File: src/rtl/mem_access_ctrl.sv
// rtl/mem_access_ctrl.sv - memory-stage access controller (optional stall counter: MEM_STALL_CNT_EN)
module mem_access_ctrl #(
    parameter int STALL_CNT_W = 16
) (
    input  logic                   clk,
    input  logic                   rst_n,
    input  logic                   req_valid,
    input  logic                   req_read,
    input  logic                   req_write,
    input  logic                   req_indirect,
    input  logic [15:0]            addr,
    input  logic [15:0]            wdata,
    input  logic [1:0]             byte_en,
    input  logic                   dmem_resp,
    input  logic [15:0]            dmem_rdata,
    output logic                   dmem_read,
    output logic                   dmem_write,
    output logic [15:0]            dmem_addr,
    output logic [15:0]            dmem_wdata,
    output logic [1:0]             dmem_byte_enable,
    output logic                   stall,
    output logic [15:0]            load_data
`ifdef MEM_STALL_CNT_EN
    ,
    output logic [STALL_CNT_W-1:0] stall_count
`endif
);

    typedef enum logic [1:0] {
        IDLE   = 2'd0,
        PTR    = 2'd1,
        ACCESS = 2'd2,
        DONE   = 2'd3
    } state_e;

    state_e      state_q;
    logic        dmem_read_q;
    logic        dmem_write_q;
    logic        rd_q;
    logic        wr_q;
    logic        ind_q;
    logic [15:1] addr_q;
    logic [15:1] ptr_q;
    logic [15:0] wdata_q;
    logic [1:0]  be_q;
    logic [15:0] load_data_q;

    logic        op_start;
    logic [1:0]  be_eff;
    logic        unused_addr_lsb;

    // Accesses are halfword aligned; the byte lane is carried by byte_en.
    assign unused_addr_lsb = addr[0];

    assign op_start = req_valid & (req_read | req_write);
    assign be_eff   = ind_q ? 2'b11 : be_q;

    // Zero-extend byte loads from the selected lane.
    function automatic logic [15:0] fmt_load(input logic [1:0] be, input logic [15:0] rdata);
        case (be)
            2'b01:   fmt_load = {8'h00, rdata[7:0]};
            2'b10:   fmt_load = {8'h00, rdata[15:8]};
            default: fmt_load = rdata;
        endcase
    endfunction

    // Access sequencer: latches the op at entry so a dropped req_valid cannot orphan a cache transaction.
    always_ff @(posedge clk or negedge rst_n) begin
        if (!rst_n) begin
            state_q      <= IDLE;
            dmem_read_q  <= 1'b0;
            dmem_write_q <= 1'b0;
            rd_q         <= 1'b0;
            wr_q         <= 1'b0;
            ind_q        <= 1'b0;
            addr_q       <= '0;
            ptr_q        <= '0;
            wdata_q      <= '0;
            be_q         <= '0;
            load_data_q  <= '0;
        end else begin
            case (state_q)
                IDLE: begin
                    if (op_start) begin
                        rd_q    <= req_read;
                        wr_q    <= req_write & ~req_read;
                        ind_q   <= req_indirect;
                        addr_q  <= addr[15:1];
                        be_q    <= byte_en;
                        wdata_q <= (!req_indirect && byte_en == 2'b10) ?
                                   {wdata[7:0], wdata[7:0]} : wdata;
                        if (req_indirect) begin
                            state_q     <= PTR;
                            dmem_read_q <= 1'b1;
                        end else begin
                            state_q      <= ACCESS;
                            dmem_read_q  <= req_read;
                            dmem_write_q <= req_write & ~req_read;
                        end
                    end
                end
                PTR: begin
                    if (dmem_resp) begin
                        ptr_q        <= dmem_rdata[15:1];
                        state_q      <= ACCESS;
                        dmem_read_q  <= rd_q;
                        dmem_write_q <= wr_q;
                    end
                end
                ACCESS: begin
                    if (dmem_resp) begin
                        if (rd_q) begin
                            load_data_q <= fmt_load(be_eff, dmem_rdata);
                        end
                        state_q      <= DONE;
                        dmem_read_q  <= 1'b0;
                        dmem_write_q <= 1'b0;
                    end
                end
                default: begin
                    state_q <= IDLE;
                end
            endcase
        end
    end

    // Cache address/lanes/data are only meaningful while a strobe is up; zero otherwise.
    always_comb begin
        dmem_addr        = 16'h0000;
        dmem_byte_enable = 2'b00;
        dmem_wdata       = 16'h0000;
        if (state_q == PTR) begin
            dmem_addr        = {addr_q, 1'b0};
            dmem_byte_enable = 2'b11;
        end else if (state_q == ACCESS) begin
            dmem_addr        = ind_q ? {ptr_q, 1'b0} : {addr_q, 1'b0};
            dmem_byte_enable = be_eff;
            dmem_wdata       = wr_q ? wdata_q : 16'h0000;
        end
    end

    assign dmem_read  = dmem_read_q;
    assign dmem_write = dmem_write_q;
    assign load_data  = load_data_q;
    assign stall      = op_start & (state_q != DONE);

`ifdef MEM_STALL_CNT_EN
    logic [STALL_CNT_W-1:0] stall_cnt_q;
    logic [STALL_CNT_W-1:0] stall_cnt_d;

    // Saturating count of stalled cycles.
    always_comb begin
        stall_cnt_d = stall_cnt_q;
        if (stall && (stall_cnt_q != {STALL_CNT_W{1'b1}})) begin
            stall_cnt_d = stall_cnt_q + {{(STALL_CNT_W-1){1'b0}}, 1'b1};
        end
    end

    // Counter register, cleared only by reset.
    always_ff @(posedge clk or negedge rst_n) begin
        if (!rst_n) begin
            stall_cnt_q <= '0;
        end else begin
            stall_cnt_q <= stall_cnt_d;
        end
    end

    assign stall_count = stall_cnt_q;
`endif

endmodule

File: config.mk
export PLATFORM = sky130hd
export DESIGN_NAME = mem_access_ctrl
export DESIGN_NICKNAME = d
export VERILOG_FILES = /design/src/rtl/mem_access_ctrl.sv
export SDC_FILE = /design/constraint.sdc
export NUM_CORES = 1
export LEC_CHECK = 0
export ABC_CLOCK_PERIOD_IN_PS = 3200
export CORE_MARGIN = 4
export CORE_UTILIZATION = 47
export CTS_CLUSTER_SIZE = 25
export DETAILED_ROUTE_END_ITERATION = 12
export PLACE_DENSITY_LB_ADDON = 0.08
export SLEW_MARGIN = 20
export SYNTH_ARGS = -nofsm -noshare
export SYNTH_HDL_FRONTEND = slang
export SYNTH_SLANG_ARGS = --single-unit
export TNS_END_PERCENT = 30
File: constraint.sdc
create_clock -name clk -period 3.2 [get_ports clk]
set_clock_uncertainty 0.1 [all_clocks]
set_input_delay 0.32 -clock clk [delete_from_list [all_inputs] [get_ports clk]]
set_output_delay 0.32 -clock clk [all_outputs]
set_load 0.03 [all_outputs]
==> out/results.txt <==
Num CTS Buffers: 9
DP HPWL: 5.780 mm
Antenna Cells: 0
Final hold viol count: 0
GRT overflow: 0
Min-Delay Path Class: in2async
H-tree levels: 3
Core Region: 0.006907 mm²
Drt wl/cell: 14.72 µm
Fillcell total: 575
Status: finished, final reports clean
Fin cells: 524
Max_cap viols: 0
Yosys warns: 0
Setup slack at placement: 346.8 ps
Final Setup Violations: 0
Final setup margin: 209.1 ps
Crit end category: output pin
Worst-margin pin slew: 710.5 ps
DRT Wirelength: 7.715 mm
Vias post-DR: 2592
Slowest Stage Delay on Critical Path: 700 ps
GR peak layer: met2
Ports: 110
Fmax: 334.3 MHz
Max-slew violations: 0
GRT met2 Usage: 0.2861
Buffers added on ports: 107
Largest family of logic cells by synthesized area: multiplexers
# Post-CTS Setup Buffers: 0
Maximum fanout along the worst path: 15
XOR/XNOR share of the synthesized area: 0
Ys async rst share: 1.000
Global-route wire length before repair: 12.50 mm
Synth top area share: 0.5219
Peak supply drop: 625.4 µV
Die width: 93.11 µm
Top FF cell, synth: dfrtp_1
Vias in the first global route: 2598
Register area share after synthesis: 0.5219
Worst-Skew Late Latency: 330 ps
Dominant cell type by area after synthesis: dfrtp_1
Die Area: 0.008669 mm²
Grt met3 use: 0.03781
Die extent in y: 93.11 µm
Clk sinks: 71
Post-synthesis compound-gate area fraction: 0.1147
Number of synthesized flops with an enable pin: 0
Clk buf depth: 2
Adder-cell share of the synthesized area: 0.02573
CTS tree: built
Layout cells sized above 1: 0.1308
Mapped Area: 0.003405 mm²
Area Overhead vs Synth: 39.36%
Reg clk slew, reported paths: 80 ps
First-pass DRT Iterations: 4
Sequential cell area: 0.001777 mm²
Clk root buf: clkbuf_8
Most frequent cell after synthesis: dfrtp_1
Min cycle time layout: 2991 ps
Pwr dens: 1002 mW/mm²
Placed Cells: 507
Post-synth cell types: 33
Synth Area per Inst: 10.77 µm²
M1 GR Usage: 0.2547
Global router's overall resource usage: 0.1836
Final nets: 487
Antenna violations before repair: 0
Critical Setup Path Class: reg2out
Post-synth top cells: dfrtp_1, nand2_1, o21ai_0
Std cell rows: 30
Vias per cell: 4.947
P_leak: 2.046 nW
Slowest CP cell: clkdlybuf4s50_1
Drt drc: 0
Initial Utilization: 0.4929
Tcrit/Tclk final: 0.9347
Yosys reg bits: 71
Area of the multi-input gates: 0.001520 mm²
Required @ worst endpoint: 2780 ps
CP Cell Sequence: inv_1 > ha_1 > nand2b_4 > nand2_1 > a21oi_1 > clkdlybuf4s50_1
Worst EP arrival: 2570 ps
Mux cell area share after synthesis: 0.1720
Post-DRT Antenna Nets: 0
RSZ-0062 raised after global routing: false
Buf+Inv Stages, Crit Path: 2
DRT iter0 DRCs: 81
Relative slew slack: 0.5240
CP top delay family: buffers and inverters
Worst Setup Start Kind: flop
Placer congestion estimate: 0.7447
Synthesized Nets: 380
Synth top area cells: dfrtp_1, nand2_1, mux2_1
Total negative setup slack: 0 ps
Hold Slack: 245.5 ps
Largest net degree at the start of global routing: 41
Mapped Cells: 316
Simple-gate share of the synthesized area: 0.1286
-- power breakdown --
| part | switching (W) | total, W | leakage, nW | internal (W) |
|---|---|---|---|---|
| Combinational | 0.00142 | 0.00255 | 1.09 | 0.00113 |
| Clock | 0.000348 | 0.000629 | 0.0854 | 0.000281 |
| Sequential | 0.000239 | 0.00157 | 0.867 | 0.00133 |
| Total | 0.00201 | 0.00476 | 2.05 | 0.00275 |
-- layer usage --
metal / routed length, µm / vias to the layer above / share of wire
met2: 3514 / 73 / 0.46
li1: - / 1294 / -
met3: 422 / 9 / 0.055
met5: 0 / - / 0
met4: 90 / 0 / 0.012
met1: 3687 / 1216 / 0.48
-- worst paths after layout --
kind / from / endpoint / slack, ps / cells after the start
hold reg to reg: wdata_q[10]$_DFFE_PN0P_ / wdata_q[10]$_DFFE_PN0P_ / 380 / 2
setup reg to reg: ind_q$_DFFE_PN0P_ / load_data[1]$_DFFE_PN0P_ / 1030 / 5
max in group asynchronous: rst_n / ptr_q[15]$_DFFE_PN0P_ / 2000 / 3
setup / recovery: state_q[1]$_DFFE_PN0P_ / dmem_addr[10] / 210 / 6
min in group clk: wdata_q[10]$_DFFE_PN0P_ / wdata_q[10]$_DFFE_PN0P_ / 380 / 2
hold / removal: rst_n / wdata_q[14]$_DFFE_PN0P_ / 250 / 2
-- area by class of cell --
class	count	area share
clock buffers	9	0.02611
inverters	4	0.003165
clock inverters	7	0.01002
repair buffers	115	0.2405
well taps	96	0.02532
multi-input cells	222	0.3204
flip-flops and latches	71	0.3745
-- cells in the final DEF, fill, tap and decap left out, drive strengths merged, types with 2 or more instances in the layout --
cell type	synthesis	layout
a21oi	17	17
ha	7	7
nor2	3	3
clkinv	0	4
mux2i	9	9
nand3	2	2
a22oi	8	8
clkdlybuf4s50	0	106
and2	17	17
clkinvlp	0	2
a21o	3	3
a211oi	2	2
nand2b	2	2
dfrtp	71	71
clkbuf	5	9
or2	3	3
nor2b	3	3
mux2	44	44
nand2	66	66
o21ai	27	27
inv	4	5
buf	14	8
-- logic make-up after synthesis --
family | count (synthesis)
buf+inv | 23
mux | 53
flops | 71
simple gates | 98
compound gates | 63
fa+ha+maj | 7
other cells | 1
-- per-stage QoR --
stage               area, µm²  power, W  utilization
finish                   4745  0.004755       0.6870
global route             4745  0.005097       0.6870
CTS                      4737  0.004791       0.6859
detailed placement       4553  0.004146       0.6592
global placement         4553  0.004094       0.6592
floorplan                3405  0.003250            -
-- registers in the layout (all words and copies together), names as in the netlist --
signal,count
ind_q,1
load_data,16
wr_q,1
ptr_q,15
rd_q,1
dmem_write,1
addr_q,15
dmem_read,1
state_q,2
be_q,2
wdata_q,16
-- worst reg2reg max path, cell delays in order, from the launching register on --
cell and delay, ps:
dfrtp_1 440, or2_2 340, ha_1 430, nor2b_1 470
a22oi_1 160, o21ai_0 170
-- repair_timing --
item / 4_1_cts / 5_1_grt
hold buffers: 1 / 0
cloned: 0 / 0
endpoints found under the setup margin: 11 / 15
gates resized for setup: 1 / 2
hold endpoints to repair: 7 / 0
(Power assumes the default switching activity.)
==> RTL change 1 (config.mk and constraints unchanged) <==
The 4 states of `state_e` get a one-hot encoding in 4 bits.
--- a/src/rtl/mem_access_ctrl.sv
+++ b/src/rtl/mem_access_ctrl.sv
@@ -26,11 +26,11 @@
 `endif
 );
 
-    typedef enum logic [1:0] {
-        IDLE   = 2'd0,
-        PTR    = 2'd1,
-        ACCESS = 2'd2,
-        DONE   = 2'd3
+    typedef enum logic [3:0] {
+        IDLE   = 4'b0001,
+        PTR    = 4'b0010,
+        ACCESS = 4'b0100,
+        DONE   = 4'b1000
     } state_e;
 
     state_e      state_q;
Formal check against the unedited RTL: same outputs for any inputs over 10 cycles, from zero or initial values and one cycle with rst_n low; not proved beyond that.
==> RTL change 1 against the original RTL <==
- critical path depth is the same
- area after synthesis rose by 0.96%
- the run now ends with hold timing left
- sequential cell count is 2 higher
- critical path type unchanged
- count of clock-buffer cells in the layout did not move
- worst setup slack worse by 98 ps
- total power down 13%
- routed wire length rose by 11%
- sequential power barely moved
- non-clock buffer count is 4 lower
- design area up 1.4%
==> RTL change 1: results (changes against the original RTL) <==
| Metric | Value |
|---|---|
| Worst hold margin | -11.4 ps (-257 ps) |
| Post-synthesis mux area share | 16.7% (-0.45 points) |
| Yosys cell types | 35 (+6.1%) |
| Initial DRC count | 93 (+15%) |
| Clk tree area frac | 4.65% (+1.0 points) |
| Fraction of area in multi-input gates | 31.2% (-0.81 points) |
| Dpl cell area | 4560 µm² (+0.14%) |
| #MultiIn Comb | 226 (+1.8%) |
| Vias | 2,749 (+6.1%) |
| Status | complete, but fails checks |
| Adder-Cell Fraction of Synth Area | 0.728% (-1.8 points) |
| Sequential cell count | 73 (+2.8%) |
| Worst EP arrival | 2670 ps (+100 ps) |
| Sequential Power Share | 37.9% (+4.8 points) |
| Final Net Count | 483 (-0.82%) |
| Seq/total area | 38.0% (+0.54 points) |
| GPL Wtd Cong | 0.801 (+7.5%) |
| Hold Fails Final Rpt | 2 (+2) |
| Invs w/o clock | 3 (-1) |
| Crit Reg-Reg Startpoint | state_q[0]$_DFFE_PN1P_ |
| Comb pwr share | 42.3% (-11 points) |
| Buffering overhead | 23.4% (-0.65 points) |
| Compound-gate portion of the synthesized area | 9.39% (-2.1 points) |
| Post-route cell area | 4810 µm² (+1.4%) |
| Net Count, Synth | 382 (+0.53%) |
| Met2 GRT Util | 31.1% (+2.5 points) |
| Violated checks | hold timing |
| Drt total wl | 8.59 mm (+11%) |
| Seq/Total Area, Yosys | 53.2% (+1.0 points) |
| Reg-to-reg endpoint | wdata_q[3]$_DFFE_PN0P_ |
| Crit. Startpoint | state_q[3]$_DFFE_PN0P_ |
==> RTL change 1: cell count changes in the layout (fill, tap and decap cells not counted), moves of 4 or more <==
cell,change
o21ai_0,-20
and3_1,+16
o21ai_1,+16
and2_1,-15
nor2_1,+14
clkdlybuf4s50_1,-11
dlymetal6s2s_1,+11
a21oi_1,+7
mux2_1,+6
mux2_2,-6
ha_1,-5
nand2_1,-4
==> RTL change 1: metrics by stage <==
stage	total power [mW]	setup slack (ps)	hold WS (ps)	instances
detailed placement	3.34	430	369	509
global route	4.40	1.03	69.5	525
floorplan	2.73	862	-75.6	323
global placement	3.29	446	359	509
CTS	4.16	27.9	31.5	525
finish	4.13	111	-11.4	525
==> RTL change 1: repair_timing <==
item | CTS | global route
resized for setup | 0 | 12
setup endpoints to repair | 0 | 12
endpoints found under the hold margin | 0 | 0
==> RTL change 2 (same flow settings) <==
Made on the original files. The option `MEM_STALL_CNT_EN` is turned on by a define.
--- a/src/rtl/mem_access_ctrl.sv
+++ b/src/rtl/mem_access_ctrl.sv
@@ -1,4 +1,6 @@
 // rtl/mem_access_ctrl.sv - memory-stage access controller (optional stall counter: MEM_STALL_CNT_EN)
+`define MEM_STALL_CNT_EN
+
 module mem_access_ctrl #(
     parameter int STALL_CNT_W = 16
 ) (
Function (old outputs only; new: stall_count): kept (equiv_simple and equiv_induct, registers matched by name and starting in step).
==> RTL change 2 against the original RTL <==
- routed wire length up 29%
- design area is 19% higher
- sequential cell count increased by 16
- synthesized cell count up 22%
- worst setup slack got worse by 45 ps
- utilization down 0.80 points
- total power increased by 16%
- area after synthesis up 20%
- critical path depth is 1 lower
==> RTL change 2: results (changes against the original RTL) <==
| Metric | Value |
|---|---|
| Status | finished clean |
| Max incr delay on CP | 670 ps (-30 ps) |
| Ratio of cells with drive above 1 in the final layout | 14.1% (+1.0 points) |
| Net Count, Synth | 449 (+18%) |
| Port Buffer Count | 123 (+15%) |
| Worst hold margin | 382 ps (+137 ps) |
| Clk_lat worst skew | 350 ps (+20 ps) |
| Largest cells by area after synthesis | dfrtp_1 53%, mux2_2 12%, nand2_1 6.6% |
| GPL Wtd Cong | 0.818 (+9.9%) |
| Clk root buf | clkbuf_8 |
| GRT Overall Usage | 20.2% (+1.8 points) |
| Max IR drop VDD | 0.000492 V (-21%) |
| Drt wl/cell | 16.1 µm (+9.5%) |
| Top delay family on crit path | buffers and inverters |
| Worst EP arrival | 2620 ps (+50 ps) |
| Yosys cell types | 41 (+24%) |
| Final Net Count | 571 (+17%) |
| Hold Fails Final Rpt | 0 (unchanged) |
| DR pass1 iterations | 4 (unchanged) |
| Top cells by count, synth | 87 x dfrtp_1, 72 x nand2_1, 43 x mux2_2, 29 x o21ai_0, 17 x a21oi_1 |
| Initial DRC count | 105 (+30%) |
| Worst slew margin | 33.6% (-19 points) |
| Number of H-tree levels | 3 (unchanged) |
| PD cells | 975 nW/µm² (-2.7%) |
| Slowest stage cell on the critical path | clkdlybuf4s50_1 |
| Hold Buf Count CTS | 1 (unchanged) |
| Final setup violation count | 0 (unchanged) |
| # resized after CTS | 0 (-1) |
| Seq/Total Area, Yosys | 53.3% (+1.1 points) |
| Post-synth ARST share | 100% (unchanged) |
| First-pass GRT wire length | 16.3 mm (+31%) |
| Vias | 3,250 (+25%) |
| Reg clk slew, reported paths | 80 ps (about the same) |
| Syn. warnings | 0 (unchanged) |
| Worst R2R Setup Slack | 720 ps (-310 ps) |
| Fillers | 669 (+16%) |
| Leak Pwr | 2.40 nW (+17%) |
| Antenna violations before repair | 0 (unchanged) |
| Postcts setup bufs | 0 (unchanged) |
| Clock tree buffer depth | 2 (unchanged) |
| Total CTS buffers | 9 (unchanged) |
| Final HPWL DP | 7.22 mm (+25%) |
| Largest net degree at the start of global routing | 51 (+24%) |
| Min-Delay Path Class | reg -> reg |
| Worst Path Max Fanout | 16 (+1) |
| # diodes | 0 (unchanged) |
RTL change 2: tightest hold or removal path, stage by stage, from the launching register on:
cell and delay, ps:
dfrtp_1 350, nand2_1 40, o21ai_0 60
RTL change 2: routing by layer:
metal / wire [µm] / part of all wire, % / track usage (%) / vias up
met5: 0 / 0 / 0 / -
met4: 127 / 1.3 / 7.26 / 0
met3: 630 / 6.3 / 4.48 / 10
met2: 4860 / 49 / 31.4 / 91
met1: 4320 / 43 / 28.0 / 1584
li1: - / - / - / 1565
RTL change 2: power by group:
group	switching [mW]	internal, mW
sequential	0.310	1.58
combinational	1.57	1.24
clock	0.367	0.455
total	2.25	3.27
RTL change 2: cell families after synthesis:
kind of cell	share of synthesized area [%]
AO/OA/AOI/OAI	8.91
XOR/XNOR	3.22
AND/OR/NAND/NOR	15.9
buffers and inverters	2.69
multiplexers	13.8
flip-flops	53.3
adder cells (fa/ha/maj)	2.14
other	0.0918
RTL change 2: path summary, 6_finish.rpt:
check | from | to | depth (start not counted)
min | load_data[8]$_DFFE_PN0P_ | load_data[8]$_DFFE_PN0P_ | 2
min in group asynchronous | rst_n | ptr_q[3]$_DFFE_PN0P_ | 2
max in group asynchronous | rst_n | state_q[0]$_DFFE_PN0P_ | 3
max reg2reg | state_q[1]$_DFFE_PN0P_ | dmem_write$_DFFE_PN0P_ | 7
max | state_q[1]$_DFFE_PN0P_ | dmem_wdata[4] | 5
min reg2reg | load_data[8]$_DFFE_PN0P_ | load_data[8]$_DFFE_PN0P_ | 2
RTL change 2: final cells by class:
type,instances,area share [%]
sequential,87,38.4
multi-input combinational,271,32.0
timing repair buffer,131,23.0
clock buffer,11,2.50
tap,105,2.32
clock inverter,4,1.24
inverter,7,0.464
RTL change 2: per-stage QoR:
step | setup slack (ps) | instance area [µm²] | cells
finish | 165 | 5660 | 616
detailed placement | 535 | 5440 | 600
global route | 6.56 | 5660 | 616
CTS | 143 | 5660 | 616
global placement | 597 | 5440 | 600
floorplan | 875 | 4090 | 385
